===== config.mk =====
export PLATFORM = sky130hd
export DESIGN_NAME = ysyx_23060303_mcore
export DESIGN_NICKNAME = d
export VERILOG_FILES = /design/src/rtl/ysyx_23060303_pkg.sv /design/src/rtl/ysyx_23060303_regfile_p.sv /design/src/rtl/ysyx_23060303_mcore.sv
export SDC_FILE = /design/constraint.sdc
export NUM_CORES = 2
export LEC_CHECK = 0
export ABC_AREA = 1
export CAP_MARGIN = 20
export CORE_ASPECT_RATIO = 2
export CORE_MARGIN = 2
export CORE_UTILIZATION = 57
export DETAILED_ROUTE_END_ITERATION = 16
export GPL_TIMING_DRIVEN = 1
export HOLD_SLACK_MARGIN = 0.1
export PLACE_DENSITY_LB_ADDON = 0.3
export SYNTH_ARGS = -nofsm -noshare
export SYNTH_HDL_FRONTEND = slang
export SYNTH_SLANG_ARGS = --single-unit

===== constraint.sdc =====
create_clock -name clk -period 10.5 [get_ports clk]
set_clock_uncertainty 0.1 [all_clocks]
set_input_delay 1.05 -clock clk [delete_from_list [all_inputs] [get_ports clk]]
set_output_delay 1.05 -clock clk [all_outputs]
set_load 0.01 [all_outputs]

===== src/rtl/ysyx_23060303_pkg.sv =====
// Shared decode constants, FSM states and halt codes for the multi-cycle core.
package ysyx_23060303_pkg;

  localparam logic [6:0] OPC_OP_IMM = 7'b0010011;
  localparam logic [6:0] OPC_OP     = 7'b0110011;
  localparam logic [6:0] OPC_LUI    = 7'b0110111;
  localparam logic [6:0] OPC_AUIPC  = 7'b0010111;
  localparam logic [6:0] OPC_JAL    = 7'b1101111;
  localparam logic [6:0] OPC_JALR   = 7'b1100111;
  localparam logic [6:0] OPC_SYSTEM = 7'b1110011;

  localparam logic [2:0] F3_ADD  = 3'b000;
  localparam logic [2:0] F3_JALR = 3'b000;

  localparam logic [6:0] F7_ADD = 7'b0000000;
  localparam logic [6:0] F7_SUB = 7'b0100000;

  localparam logic [31:0] INST_EBREAK = 32'h0010_0073;

  typedef enum logic [1:0] {FETCH, WAIT, EXEC, HALT} state_e;

  localparam logic [1:0] HC_RUN         = 2'b00;
  localparam logic [1:0] HC_EBREAK_ZERO = 2'b01;
  localparam logic [1:0] HC_EBREAK_NZ   = 2'b10;
  localparam logic [1:0] HC_FAULT       = 2'b11;

endpackage


===== src/rtl/ysyx_23060303_regfile_p.sv =====
// Parametrised integer register file: two asynchronous reads, one synchronous write, x0 reads as zero.
module ysyx_23060303_regfile_p #(
  parameter int unsigned NR_REG = 32
) (
  input  logic        clk,
  input  logic        rst,
  input  logic [4:0]  raddr1,
  output logic [31:0] rdata1,
  input  logic [4:0]  raddr2,
  output logic [31:0] rdata2,
  input  logic        we,
  input  logic [4:0]  waddr,
  input  logic [31:0] wdata
);

  localparam int unsigned AW = $clog2(NR_REG);

  logic [31:0] regs [NR_REG];

  // Clear on reset; write only to existing, non-zero registers.
  always_ff @(posedge clk or negedge rst) begin
    if (!rst) begin
      for (int unsigned i = 0; i < NR_REG; i++) regs[i] <= '0;
    end else if (we && (waddr != 5'd0) && (32'(waddr) < NR_REG)) begin
      regs[waddr[AW-1:0]] <= wdata;
    end
  end

  assign rdata1 = ((raddr1 != 5'd0) && (32'(raddr1) < NR_REG)) ? regs[raddr1[AW-1:0]] : '0;
  assign rdata2 = ((raddr2 != 5'd0) && (32'(raddr2) < NR_REG)) ? regs[raddr2[AW-1:0]] : '0;

endmodule


===== src/rtl/ysyx_23060303_mcore.sv =====
// Multi-cycle RV32I/RV32E core: FETCH -> WAIT -> EXEC per instruction, halts on ebreak or fault.
module ysyx_23060303_mcore
  import ysyx_23060303_pkg::*;
#(
  parameter int unsigned NR_REG   = 32,
  parameter logic [31:0] RESET_PC = 32'h8000_0000
) (
  input  logic        clk,
  input  logic        rst,
  output logic        imem_req_valid,
  input  logic        imem_req_ready,
  output logic [31:0] imem_addr,
  input  logic        imem_rsp_valid,
  input  logic [31:0] imem_rsp_inst,
  output logic [31:0] pc,
  output logic        commit_valid,
  output logic [31:0] commit_pc,
  output logic        halt,
  output logic [1:0]  halt_code
);

  state_e      state, state_nx;
  logic [31:0] ir;

  logic [6:0]  opcode, funct7;
  logic [2:0]  funct3;
  logic [4:0]  rd, rs1, rs2, rf_raddr1;
  logic [31:0] imm_i, imm_u, imm_j;
  logic [31:0] rs1_data, rs2_data;
  logic        is_ebreak, legal, wr_en, jump, fault, do_commit;
  logic [31:0] wr_data, npc;

  function automatic logic reg_ok(input logic [4:0] idx);
    return 32'(idx) < NR_REG;
  endfunction

  assign opcode = ir[6:0];
  assign rd     = ir[11:7];
  assign funct3 = ir[14:12];
  assign rs1    = ir[19:15];
  assign rs2    = ir[24:20];
  assign funct7 = ir[31:25];
  assign imm_i  = {{20{ir[31]}}, ir[31:20]};
  assign imm_u  = {ir[31:12], 12'h000};
  assign imm_j  = {{12{ir[31]}}, ir[19:12], ir[20], ir[30:21], 1'b0};

  assign is_ebreak = (ir == INST_EBREAK);
  // ebreak carries no register fields, so port 1 is borrowed to read a0 for the halt code.
  assign rf_raddr1 = is_ebreak ? 5'd10 : rs1;

  ysyx_23060303_regfile_p #(.NR_REG(NR_REG)) u_regfile (
    .clk    (clk),
    .rst    (rst),
    .raddr1 (rf_raddr1),
    .rdata1 (rs1_data),
    .raddr2 (rs2),
    .rdata2 (rs2_data),
    .we     (do_commit && wr_en),
    .waddr  (rd),
    .wdata  (wr_data)
  );

  // Decode, ALU and next-PC for the instruction held in IR.
  always_comb begin
    legal   = 1'b0;
    wr_en   = 1'b1;
    wr_data = '0;
    npc     = pc + 32'd4;
    jump    = 1'b0;
    case (opcode)
      OPC_OP_IMM: begin
        legal   = (funct3 == F3_ADD) && reg_ok(rd) && reg_ok(rs1);
        wr_data = rs1_data + imm_i;
      end
      OPC_OP: begin
        legal   = (funct3 == F3_ADD) && ((funct7 == F7_ADD) || (funct7 == F7_SUB))
                  && reg_ok(rd) && reg_ok(rs1) && reg_ok(rs2);
        wr_data = (funct7 == F7_SUB) ? rs1_data - rs2_data : rs1_data + rs2_data;
      end
      OPC_LUI: begin
        legal   = reg_ok(rd);
        wr_data = imm_u;
      end
      OPC_AUIPC: begin
        legal   = reg_ok(rd);
        wr_data = pc + imm_u;
      end
      OPC_JAL: begin
        legal   = reg_ok(rd);
        wr_data = pc + 32'd4;
        npc     = pc + imm_j;
        jump    = 1'b1;
      end
      OPC_JALR: begin
        legal   = (funct3 == F3_JALR) && reg_ok(rd) && reg_ok(rs1);
        wr_data = pc + 32'd4;
        npc     = (rs1_data + imm_i) & ~32'd1;
        jump    = 1'b1;
      end
      OPC_SYSTEM: begin
        legal = is_ebreak;
        wr_en = 1'b0;
      end
      default: legal = 1'b0;
    endcase
    fault     = !legal || (jump && npc[1]);
    do_commit = (state == EXEC) && !fault;
  end

  // FSM state register.
  always_ff @(posedge clk or negedge rst) begin
    if (!rst) state <= FETCH;
    else      state <= state_nx;
  end

  // Next-state logic and fetch request.
  always_comb begin
    state_nx       = state;
    imem_req_valid = 1'b0;
    case (state)
      FETCH: begin
        imem_req_valid = 1'b1;
        if (imem_req_ready) state_nx = WAIT;
      end
      WAIT:    if (imem_rsp_valid) state_nx = EXEC;
      EXEC:    state_nx = (fault || is_ebreak) ? HALT : FETCH;
      default: state_nx = HALT;
    endcase
  end

  assign imem_addr = pc;

  // IR capture, PC update and registered commit/halt reporting.
  always_ff @(posedge clk or negedge rst) begin
    if (!rst) begin
      ir           <= '0;
      pc           <= RESET_PC;
      commit_valid <= 1'b0;
      commit_pc    <= '0;
      halt         <= 1'b0;
      halt_code    <= HC_RUN;
    end else begin
      commit_valid <= 1'b0;
      if ((state == WAIT) && imem_rsp_valid) ir <= imem_rsp_inst;
      if (state == EXEC) begin
        if (fault) begin
          halt      <= 1'b1;
          halt_code <= HC_FAULT;
        end else begin
          commit_valid <= 1'b1;
          commit_pc    <= pc;
          if (is_ebreak) begin
            halt      <= 1'b1;
            halt_code <= (rs1_data == '0) ? HC_EBREAK_ZERO : HC_EBREAK_NZ;
          end else begin
            pc <= npc;
          end
        end
      end
    end
  end

endmodule


==> results.sh <==
export IMPL_outcome="complete, no violations"
export IMPL_die_height_um=500
export IMPL_grt_pass1_vias=69541
export IMPL_synthDistinctLibCells=76
export IMPL_reg2reg_depth=37
export IMPL_layout_nets=10055
export IMPL_fillers=11301
export IMPL_via_per_inst=6.43
export IMPL_dr_pass1_iters=8
export IMPL_cap_viol_max_count=0
export IMPL_synth_most_common_cell="nand2_1"
export IMPL_path_depth=37
export IMPL_ir_drop_uv=181
export IMPL_period_share_pct=85.2
export IMPL_multiInputGateArea_mm2=0.0356
export IMPL_slowest_stage="dfrtp_2"
export IMPL_regArea_mm2=0.0281
export IMPL_placed_cell_area_mm2=0.0718
export IMPL_grt_pass1_wl_um=445000
export IMPL_clockBufferDepth=3
export IMPL_antenna_left=0
export IMPL_pin_count=137
export IMPL_clkPwrFrac_pct=30.0
export IMPL_p_leak_nw=36.1
export IMPL_initial_utilization_pct=57.3
export IMPL_drive_above_1_share_pct=5.40
export IMPL_wl_um=301000
export IMPL_synth_area_leaders="dfrtp_1 (40%), nand2_1 (18%), o21ai_0 (8.3%), a21oi_1 (5.1%), inv_1 (4.2%)"
export IMPL_vias=74410
export IMPL_netlist_area_mm2=0.0702
export IMPL_routabilityCongestion=1.05
export IMPL_final_area_mm2=0.0755
export IMPL_cts_setup_buffers=0
export IMPL_critPathBufInv=8
export IMPL_num_rows=182
export IMPL_h_tree_depth=3
export IMPL_antenna_found_initial=13
export IMPL_cts_root_buf="clkbuf_16"
export IMPL_path_clk_slew_ns=0.07
export IMPL_switching_share_pct=42.2
export IMPL_crit_type="reg2reg"
export IMPL_grt_max_degree=181
export IMPL_ys_seq_area_share_pct=40.1
export IMPL_worst_pin_slew_ns=1.22
export IMPL_power_frac_comb_pct=37.6
export IMPL_fmax_mhz=112
export IMPL_worstPathMaxFanout=31
export IMPL_drt_iter0_markers=12084
export IMPL_yosysWarningCount=0
export IMPL_internal_power_mw=7.89
export IMPL_post_route_min_period_ns=8.94
export IMPL_slew_headroom_pct=17.9
export IMPL_p_sw_mw=5.77
export IMPL_area_growth_pct=7.50
export IMPL_crit_arrival_ns=9.49
export IMPL_avgSynthCellArea_um2=6.85
export IMPL_start_kind="register"
export IMPL_yosys_area_top_type="dfrtp_1"
export IMPL_netlist_instances=10255
export IMPL_min_path_type="in2async"
export IMPL_end_kind="register"
export IMPL_die_width_um=252
export IMPL_die_area_mm2=0.126
export IMPL_critical_path_required_ns=11.05
export IMPL_synth_seq_cells=1124
export IMPL_fin_setup_tns_ns=0
export IMPL_cts_sinks=1124
export IMPL_yosysTopAreaCellShare_pct=40.0
export IMPL_seqPwrFrac_pct=32.4
export IMPL_portBuffers=133
export IMPL_grt_ovfl_total=0
export IMPL_cts_resized=0
export IMPL_cts_tree="yes"
export IMPL_drcViolationCount=0
export IMPL_setup_viol=0
export IMPL_hpwl_um=187000
export IMPL_netlist_top_cells_count="nand2_1 (3,435), o21ai_0 (1,162), dfrtp_1 (1,123)"
export IMPL_core_area_mm2=0.123
export IMPL_timing_final_max_slew_violations=0
export IMPL_p_per_area_mw_per_mm2=181
export IMPL_async_flop_share_pct=100
export IMPL_rsz0062_at_grt="false"
export IMPL_synth_edf_count=0
export IMPL_path_common_cell="nand2_1"
export IMPL_grt_util_all_layers_pct=47.3
export IMPL_cts_hold_buffers=0
export IMPL_cts_made_buffers=105
export IMPL_cpPeakStageDelay_ns=0.72
export IMPL_hold_violations=0
export IMPL_cpLargestDelayFamily="simple AND/OR/NAND/NOR gates"
export IMPL_clk_latency_ns=0.79
export IMPL_synth_ff_type="dfrtp_1"
export IMPL_routedWlPerCell_um=26.0
[final timing paths]
path	startpoint	end	slack (ns)
setup / recovery	ir[23]	u_regfile.regs[351]	1.56
hold / removal	rst	u_regfile.regs[290]	0.22
setup reg to reg	ir[23]	u_regfile.regs[351]	1.56
hold reg to reg	u_regfile.regs[1011]	u_regfile.regs[1011]	0.29
max in group asynchronous	rst	u_regfile.regs[204]	7.63
min in group clk	u_regfile.regs[1011]	u_regfile.regs[1011]	0.29
[flip-flops by register name, summed over array words and instances (netlist names)]
signal,flops
halt,1
ir,32
state,2
u_regfile.regs,1024
halt_code,2
commit_pc,31
commit_valid,1
imem_addr,31
[power groups by stage]
stage | clock network (mW) | registers, mW | logic, mW
floorplan | 0 | 4.46 | 3.03
global placement | 0 | 4.50 | 4.77
detailed placement | 0 | 4.50 | 4.77
CTS | 4.09 | 4.42 | 4.80
global route | 4.25 | 4.42 | 5.39
finish | 4.10 | 4.42 | 5.13
[placed cells by master (no fill, tap or decap), types with 15 or more instances in the layout]
cell type	synthesis	layout
nor4_1	20	19
buf_12	0	16
nor2_1	716	712
xor2_1	53	53
or2_2	28	28
nor3_1	52	38
clkbuf_1	426	24
o21ai_0	1162	1159
a31oi_1	57	57
inv_2	40	40
o211ai_1	67	67
clkbuf_16	0	105
o221ai_1	56	56
clkinv_2	0	20
a221oi_1	64	62
clkbuf_8	0	15
nand2_1	3435	3434
inv_1	793	789
o22ai_1	36	36
a21oi_1	712	708
ha_1	103	103
buf_4	79	170
nand4_1	58	58
dfrtp_1	1123	1115
nor3_4	5	17
nand3b_1	15	15
o21ai_1	202	204
a22oi_1	79	79
nand3_1	409	408
clkdlybuf4s50_1	0	132
[cell families (layout without fill, tap and decap cells)]
| family | Yosys count | after routing | synth area share, % |
|---|---|---|---|
| AND/OR/NAND/NOR | 4803 | 4803 | 27.5 |
| AO/OA/AOI/OAI | 2531 | 2531 | 19.8 |
| buffers and inverters | 1611 | 1353 | 9.63 |
| flip-flops | 1124 | 1124 | 40.1 |
| adder cells (fa/ha/maj) | 107 | 107 | 1.95 |
| XOR/XNOR | 64 | 64 | 0.798 |
| multiplexers | 14 | 14 | 0.210 |
| other | 1 | 9 | 0.00534 |
[metrics by stage]
step                setup WS [ns]  hold slack (ns)  util (%)  instances  total power [mW]
floorplan                    5.03            0.324         -      10257              7.50
global placement             2.26            0.264      58.6      11366              9.27
detailed placement           2.25            0.263      58.6      11366              9.27
CTS                          2.20            0.258      61.5      11560              13.3
global route                 1.55            0.291      61.6      11565              14.1
finish                       1.56            0.223      61.6      11569              13.7
[worst reg2reg max path: cells and delay by family (launching register included)]
kind,cells,cell delay (ns)
xor+xnor,1,0.16
fa+ha+maj,2,0.59
buf+inv,8,2.27
flops,1,0.72
simple gates,26,5.07
[routing by layer]
metal | track usage (%) | wire [um] | vias up
li1 | - | - | 32704
met3 | 13.4 | 40700 | 1619
met4 | 41.3 | 32100 | 18
met1 | 56.9 | 102000 | 34197
met2 | 69.1 | 126000 | 5872
met5 | 0 | 127 | -
[layout make-up]
cell class                      count  area share [%]
Antenna cell                        6          0.0199
Clock buffer                      143            3.86
Clock inverter                     51           0.885
Inverter                          838            4.19
Multi-Input combinational cell   7522            47.2
Sequential cell                  1124            37.3
Tap cell                         1564            2.59
Timing Repair Buffer              321            3.94
No activity file was read; power rests on OpenSTA's default activity.
